File: src/rtl/gelato_fetch_sched.sv
// Per-warp PC table with a round-robin fetch scheduler. Offers one warp's PC
// at a time on a valid/ready handshake and tracks one outstanding fetch per warp.
module gelato_fetch_sched #(
    parameter int NUM_WARPS = 4,
    parameter int PC_W      = 32,
    parameter int SPLIT_W   = 4,
    parameter int WARP_W    = $clog2(NUM_WARPS)
) (
    input  logic                 clk,
    input  logic                 rst_n,
    input  logic                 rdy,
    input  logic                 launch_valid,
    input  logic [WARP_W-1:0]    launch_warp,
    input  logic [PC_W-1:0]      launch_pc,
    input  logic                 redirect_valid,
    input  logic [WARP_W-1:0]    redirect_warp,
    input  logic [PC_W-1:0]      redirect_pc,
    input  logic [SPLIT_W-1:0]   redirect_split,
    input  logic                 done_valid,
    input  logic [WARP_W-1:0]    done_warp,
    input  logic                 exit_valid,
    input  logic [WARP_W-1:0]    exit_warp,
    input  logic [NUM_WARPS-1:0] ibuf_full,
    output logic                 fetch_valid,
    input  logic                 fetch_ready,
    output logic [PC_W-1:0]      fetch_pc,
    output logic [WARP_W-1:0]    fetch_warp_num,
    output logic [SPLIT_W-1:0]   fetch_split_table_num
);

    localparam logic [0:0] IDLE  = 1'b0;
    localparam logic [0:0] OFFER = 1'b1;

    logic [0:0]                          state_reg;
    logic [WARP_W-1:0]                   rr_ptr_reg;
    logic [PC_W-1:0]                     fetch_pc_reg;
    logic [WARP_W-1:0]                   fetch_warp_reg;
    logic [SPLIT_W-1:0]                  fetch_split_reg;

    logic [NUM_WARPS-1:0]                active_all;
    logic [NUM_WARPS-1:0]                pending_all;
    logic [NUM_WARPS-1:0][PC_W-1:0]      pc_all;
    logic [NUM_WARPS-1:0][SPLIT_W-1:0]   split_all;
    logic [NUM_WARPS-1:0]                eligible;

    logic                                accept;
    logic                                sel_found;
    logic [WARP_W-1:0]                   sel_idx;

    assign accept   = (state_reg == OFFER) && fetch_ready;
    assign eligible = active_all & ~pending_all & ~ibuf_full;

    // First eligible warp at or above rr_ptr, wrapping around the warp count.
    always_comb begin
        logic [WARP_W-1:0] cand;
        cand      = '0;
        sel_found = 1'b0;
        sel_idx   = '0;
        for (int i = 0; i < NUM_WARPS; i++) begin
            cand = rr_ptr_reg + WARP_W'(i);
            if (!sel_found && eligible[cand]) begin
                sel_found = 1'b1;
                sel_idx   = cand;
            end
        end
    end

    for (genvar gi = 0; gi < NUM_WARPS; gi++) begin : g_warp
        localparam logic [WARP_W-1:0] WID = WARP_W'(gi);

        logic              active_reg, active_next;
        logic              pending_reg, pending_next;
        logic [PC_W-1:0]   pc_reg, pc_next;
        logic [SPLIT_W-1:0] split_reg, split_next;

        logic launch_hit, redirect_hit, done_hit, exit_hit, accept_hit;

        assign launch_hit   = launch_valid && (launch_warp == WID);
        assign redirect_hit = redirect_valid && (redirect_warp == WID) && active_reg;
        assign done_hit     = done_valid && (done_warp == WID);
        assign exit_hit     = exit_valid && (exit_warp == WID);
        assign accept_hit   = accept && (fetch_warp_reg == WID);

        // Exit dominates everything; launch dominates the remaining events.
        always_comb begin
            active_next  = active_reg;
            pending_next = pending_reg;
            pc_next      = pc_reg;
            split_next   = split_reg;
            if (exit_hit) begin
                active_next  = 1'b0;
                pending_next = 1'b0;
            end else if (launch_hit) begin
                active_next  = 1'b1;
                pending_next = 1'b0;
                pc_next      = launch_pc;
                split_next   = '0;
            end else begin
                if (redirect_hit) begin
                    pc_next    = redirect_pc;
                    split_next = redirect_split;
                end else if (accept_hit) begin
                    pc_next = pc_reg + PC_W'(4);
                end
                if (done_hit) begin
                    pending_next = 1'b0;
                end else if (accept_hit) begin
                    pending_next = 1'b1;
                end
            end
        end

        always_ff @(posedge clk or negedge rst_n) begin
            if (!rst_n) begin
                active_reg  <= 1'b0;
                pending_reg <= 1'b0;
                pc_reg      <= '0;
                split_reg   <= '0;
            end else if (rdy) begin
                active_reg  <= active_next;
                pending_reg <= pending_next;
                pc_reg      <= pc_next;
                split_reg   <= split_next;
            end
        end

        assign active_all[gi]  = active_reg;
        assign pending_all[gi] = pending_reg;
        assign pc_all[gi]      = pc_reg;
        assign split_all[gi]   = split_reg;
    end

    // Once raised, an offer is held unchanged until the fetch unit takes it.
    always_ff @(posedge clk or negedge rst_n) begin
        if (!rst_n) begin
            state_reg       <= IDLE;
            rr_ptr_reg      <= '0;
            fetch_pc_reg    <= '0;
            fetch_warp_reg  <= '0;
            fetch_split_reg <= '0;
        end else if (rdy) begin
            case (state_reg)
                IDLE: begin
                    if (sel_found) begin
                        state_reg       <= OFFER;
                        fetch_pc_reg    <= pc_all[sel_idx];
                        fetch_warp_reg  <= sel_idx;
                        fetch_split_reg <= split_all[sel_idx];
                    end
                end
                default: begin
                    if (fetch_ready) begin
                        state_reg  <= IDLE;
                        rr_ptr_reg <= fetch_warp_reg + WARP_W'(1);
                    end
                end
            endcase
        end
    end

    assign fetch_valid           = (state_reg == OFFER);
    assign fetch_pc              = fetch_pc_reg;
    assign fetch_warp_num        = fetch_warp_reg;
    assign fetch_split_table_num = fetch_split_reg;

endmodule
File: config.mk
export PLATFORM = sky130hd
export DESIGN_NAME = gelato_fetch_sched
export DESIGN_NICKNAME = d
export VERILOG_FILES = /design/src/rtl/gelato_fetch_sched.sv
export SDC_FILE = /design/constraint.sdc
export NUM_CORES = 1
export LEC_CHECK = 0
export CORE_MARGIN = 10
export CORE_UTILIZATION = 31
export CTS_BUF_LIST = sky130_fd_sc_hd__clkbuf_16
export DETAILED_ROUTE_END_ITERATION = 6
export GPL_TIMING_DRIVEN = 1
export PLACE_DENSITY = 0.56
export SETUP_SLACK_MARGIN = 0.4
export SLEW_MARGIN = 10
export SYNTH_ARGS = -nofsm -noshare
export SYNTH_HDL_FRONTEND = slang
export SYNTH_SLANG_ARGS = --single-unit
File: constraint.sdc
create_clock -name clk -period 6.5 [get_ports clk]
set_clock_uncertainty 0.2 [all_clocks]
set_input_delay 1.95 -clock clk [delete_from_list [all_inputs] [get_ports clk]]
set_output_delay 1.95 -clock clk [all_outputs]
set_load 0.1 [all_outputs]
Word-level counts from Yosys, hierarchy flattened
Cells that the tools add are included.
W data, S select, Z words.
Word-level totals
  register bits: 193
  bits in latches: 0
  memory bits (writable): 0
  ROM bits: 0
  bits of input ports: 88
  logic and storage cells: 195
  memories: 0
Operators by class
  add/sub/neg operators: 8
  multipliers: 0
  div/mod/pow operators: 0
  order comparisons: 5
  equal/unequal tests: 15
  shift operators: 0
  muxes and demuxes: 67
  bitwise gates (word level): 9
  reduce and logical (&&, ||, !) cells: 70
Operator list (count)
  $mux W32: 13
  $add A32 B3 Y32 const B: 4
  $bmux W32 S2: 1
  $mux W4: 9
  $mux W1: 35
  $reduce_and A3 Y1: 10
  $logic_and A1 B1 Y1: 28
  $eq A2 B2 Y1 const B: 10
  $reduce_and A2 Y1: 8
  $reduce_bool A2 Y1: 8
  $reduce_bool A4 Y1: 4
  $lt A2 B3 Y1 const B: 5
  $reduce_bool A3 Y1: 4
  $eq A2 B1 Y1 const B: 5
  $logic_not A2 Y1: 5
  $and A4 B4 Y4: 2
  $bmux W1 S2: 4
  $bmux W4 S2: 1
  $mux W2: 4
  $not A4 Y4: 2
  $not A1 Y1: 5
  $add A2 B1 Y2 const B: 2
  $add A2 B2 Y2 const B: 2
  $logic_not A1 Y1: 3

Depth between registers and ports, before layout
  depth in word-level cells: 17
  gate-level depth with buffers: 9
  mapped depth without buffers: 7

Worst setup path after synthesis
No wires, ideal clock.
  kind: input -> register
  from: in ibuf_full[1]
  to: reg fetch_pc_reg[20] (netlist: fetch_pc[20])
  setup time: 0.137 ns
  arrival time: 3.334 ns
  slack: 2.829 ns
  cell stages on the path: 8
  buffers on the path: 3
  cells stage by stage: or3b_1 o21bai_1 o221a_1 buf_4 buf_6 buf_6 mux2i_1 a21oi_1
Between the ends
  longest elaborated chain between the ends: 16
  elaborated cells on any way between the ends: 27
  those cells by class: mux: 18; bitwise: 2; reduce/logical: 7
RTL lines
  start: declaration: RTL line 23  | input logic [NUM_WARPS-1:0] ibuf_full,
  $not A4 Y4 *: RTL line 51  | assign eligible = active_all & ~pending_all & ~ibuf_full;
  $and A4 B4 Y4 *: RTL line 51
  $bmux W1 S2: RTL line 61  | if (!sel_found && eligible[cand]) begin
  $mux W1 (implied by the code): RTL line 61
  $mux W1: RTL line 61
  $logic_not A1 Y1: RTL line 61
  $logic_and A1 B1 Y1: RTL line 61
  $mux W1: RTL line 61
  $logic_not A1 Y1: RTL line 61
  $logic_and A1 B1 Y1: RTL line 61
  $mux W1: RTL line 61
  $logic_not A1 Y1: RTL line 61
  $logic_and A1 B1 Y1: RTL line 61
  $mux W2: RTL line 61
  $bmux W32 S2: RTL line 146  | fetch_pc_reg <= pc_all[sel_idx];
  $mux W32 (implied by the code): RTL line 146
  end signal: assignment: RTL line 146
  end: declaration: RTL line 36  | logic [PC_W-1:0] fetch_pc_reg;
Every way passes the cells marked *; elsewhere a longest branch is shown, timed or not. The select of a mux whose other input is x is not followed.
A chain may end at the register's enable or synchronous reset.

Worst setup path after layout
  from: in redirect_warp[0]
  to: reg g_warp[0].pc_reg[17]
Between the ends
  longest elaborated chain between the ends: 5
  elaborated cells on any way between the ends: 7
  those cells by class: mux: 2; reduce/logical: 5
RTL lines
  start: declaration: RTL line 16  | input logic [WARP_W-1:0] redirect_warp,
  $logic_not A2 Y1 *: RTL line 79  | assign redirect_hit = redirect_valid && (redirect_warp == WID) && active_reg;
  $logic_and A1 B1 Y1 * (2 in series): RTL line 79
  $reduce_bool A3 Y1 (no line) / $mux W32 (equally long branches)
  $reduce_and A3 Y1 (no line) / $mux W32 (equally long branches)
  end signal: assignment: RTL line 122  | pc_reg <= pc_next;
  end: declaration: RTL line 73  | logic [PC_W-1:0] pc_reg, pc_next;
Every way passes the cells marked *; elsewhere a longest branch is shown, timed or not.

==> impl_metrics.ini <==
[sta]
slew_violations = 0
tightest_slew_ns = 1.23
rsz0062_at_grt = no
fin_crit_sh_pct = 71.9
finalSetupViolCount = 0
layout_setup_ws_ns = 1.82
slew_headroom_pct = 18.0
period_needed_ns = 4.68
fin_tns_setup_ns = 0
fmax_mhz = 214
finalHoldViolCount = 0
hold_slack_ns = 0.276

[floorplan]
dieArea_um2 = 50800
row_count = 75
initial_core_util_pct = 31.2
core_area_um2 = 41900
die_w_um = 225
io_pins = 127
die_h_um = 225

[grt]
grt_pass1_wl_um = 82400
antenna_found_initial = 1
gr-total-overflow = 0
grt.total_usage_pct = 21.4
grt_pass1_vias = 12738
grt_max_degree = 104

[yosys]
synth-compound-area-share_pct = 25.1
synth-adder-area-share_pct = 0.766
syn-num-nets = 1691
netlist_instances = 1595
synth.avg_cell_area_um2 = 8.19
yosys_warnings = 0
seq_area_frac_synth_pct = 37.0
synth-edff-count = 0
synthesis.area_um2 = 13100
synthSimpleGateAreaFrac_pct = 21.3
ys.flop_type = dfrtp_1
ys_types = 77
async_reset_ff_share_pct = 100
synth_top_family_by_area = compound AO/OA/AOI/OAI gates
synth-seq-cells = 193
synth_mux_area_share_pct = 6.15
synth_top_area_share_pct = 37.0
synth-xor-area-share_pct = 5.16
synth_area_leader_cell = dfrtp_1
ys_top_cells_by_area = dfrtp_1 (37%), o21ai_0 (6.8%), a21oi_1 (6.4%)

[drt]
wl_per_cell_um = 24.9
vias_per_cell = 6.02
detailedRoute.firstIterationViolations = 1570
firstDrtPassIters = 6
route.detailed.drc = 0
vias = 13272
wl_um = 55000
ant_nets = 0

[clocking]
clock-sinks = 193
clk_path_buf_depth = 2
clk_pin_slew_ns = 0.07
cts_hold_buf = 0
cts_buffers = 17
post_cts_buffers = 0
root_buffer = clkbuf_16
cts_tree = yes
cts_resized = 0
cts_htree_levels = 4
insertion_delay_ns = 0.46

[worst_setup_path]
worstPathArrival_ns = 4.84
critPathKind = primary input to register
critical_path.max_fanout = 23
cp-end-kind = register
cp-start-kind = primary input
required_ns = 6.67

[run_status]
status = finished, final reports clean

[placement]
gp_congestion = 0.900
dpl-instance-area_um2 = 14700
port_buffers = 126
place_ws_ns = 1.42
dp_hpwl_um = 38600

[pwr]
fin_total_pwr_uw = 6520
leakagePower_uw = 0.00585
power.density_nw_per_um2 = 426
ir_drop_v = 0.000291

[cells_and_area]
area_delta_synth_final_pct = 17.0
drive_above_1_share_pct = 5.83
final_cell_mix = dfrtp_1 (193), nand2_1 (181), o21ai_0 (178), a21oi_1 (167), nor2_1 (138)
fin_area_um2 = 15300
final_common_cell = dfrtp_1
nets = 1750
largest_reg_flops = 128
n_fill_cell = 4291

[hold_path]
hold_path_class = register to register

[flow_run]
cap_violations = 0
[through the flow]
stage	cells	util [%]
after global routing	2204	36.5
after CTS	2204	36.5
after floorplan	1595	-
final	2205	36.5
after detailed placement	2174	35.2
after global placement	2174	35.2
[Yosys cell counts (5+ instances only)]
library cell  number
o21ai_1            5
a21o_1             5
a211oi_1          40
a31oi_1           13
o22ai_1           21
or3_1              8
xor2_1            34
mux2i_1           78
o21ai_0          178
buf_2             35
a221oi_1           5
ha_1               8
nand3_1           78
buf_6              6
dfrtp_1          193
or2_2              6
nand4_1           25
o211ai_1          11
buf_1              6
a22o_1             7
and4_1            12
nor3_1            35
nor3b_1            8
nor2_1           139
clkbuf_1          65
inv_1             12
a22oi_1            7
a21oi_1          168
xnor2_1           43
nor4_1            10
a211o_1           13
nand2_1          181
and3_1            26
o2bb2ai_1         38
[metal layers]
metal,vias up,global-route usage [%],part of all wire (%),wire length (µm)
li1,5972,-,-,-
met1,6509,28.0,43,23400
met2,673,33.8,46,25200
met3,116,3.40,7.2,3980
met4,2,9.87,4.4,2440
met5,-,0,0.036,20
[area by class of cell]
type	count	area, µm²	area share [%]
clock inverter	13	118	0.769
clock buffer	17	425	2.78
timing repair buffer	158	1530	10.0
tap	539	674	4.41
multi-input combinational	1272	7670	50.1
inverter	12	45.0	0.295
sequential	193	4830	31.6
antenna	1	2.50	0.0164
[path summary, 6_finish.rpt]
path | slack [ns] | startpoint | end | cells past startpoint
min | 0.28 | g_warp[2].split_reg[3]$_DFFE_PN0P_ | g_warp[2].split_reg[3]$_DFFE_PN0P_ | 2
min in group asynchronous | 1.42 | rst_n | g_warp[1].split_reg[1]$_DFFE_PN0P_ | 1
min reg2reg | 0.28 | g_warp[2].split_reg[3]$_DFFE_PN0P_ | g_warp[2].split_reg[3]$_DFFE_PN0P_ | 2
max reg2reg | 3.31 | g_warp[3].pc_reg[2]$_DFFE_PN0P_ | g_warp[3].pc_reg[26]$_DFFE_PN0P_ | 7
max in group asynchronous | 3.60 | rst_n | g_warp[2].pc_reg[19]$_DFFE_PN0P_ | 2
max | 1.82 | redirect_warp[0] | g_warp[0].pc_reg[17]$_DFFE_PN0P_ | 7
[kinds of logic (layout without fill, tap and decap cells)]
family / after synthesis / after routing
compound gates: 543 / 543
xor+xnor: 77 / 77
fa+ha+maj: 8 / 8
buf+inv: 130 / 200
flops: 193 / 193
mux: 80 / 80
other cells: 0 / 1
simple gates: 564 / 564
[power breakdown]
group | internal [µW] | total, µW | switching, µW
Combinational | 1060 | 3080 | 2020
Sequential | 1690 | 2390 | 699
Clock | 527 | 1050 | 524
Total | 3270 | 6520 | 3250
[worst max-delay path, stage by stage]
cell	delay, ns
clkdlybuf4s50_1	0.52
and4bb_2	0.75
o21ai_1	0.19
a21o_1	0.50
nor2_1	0.56
o21ai_0	0.16
o21ai_0	0.20
No activity file was read; power rests on OpenSTA's default activity.
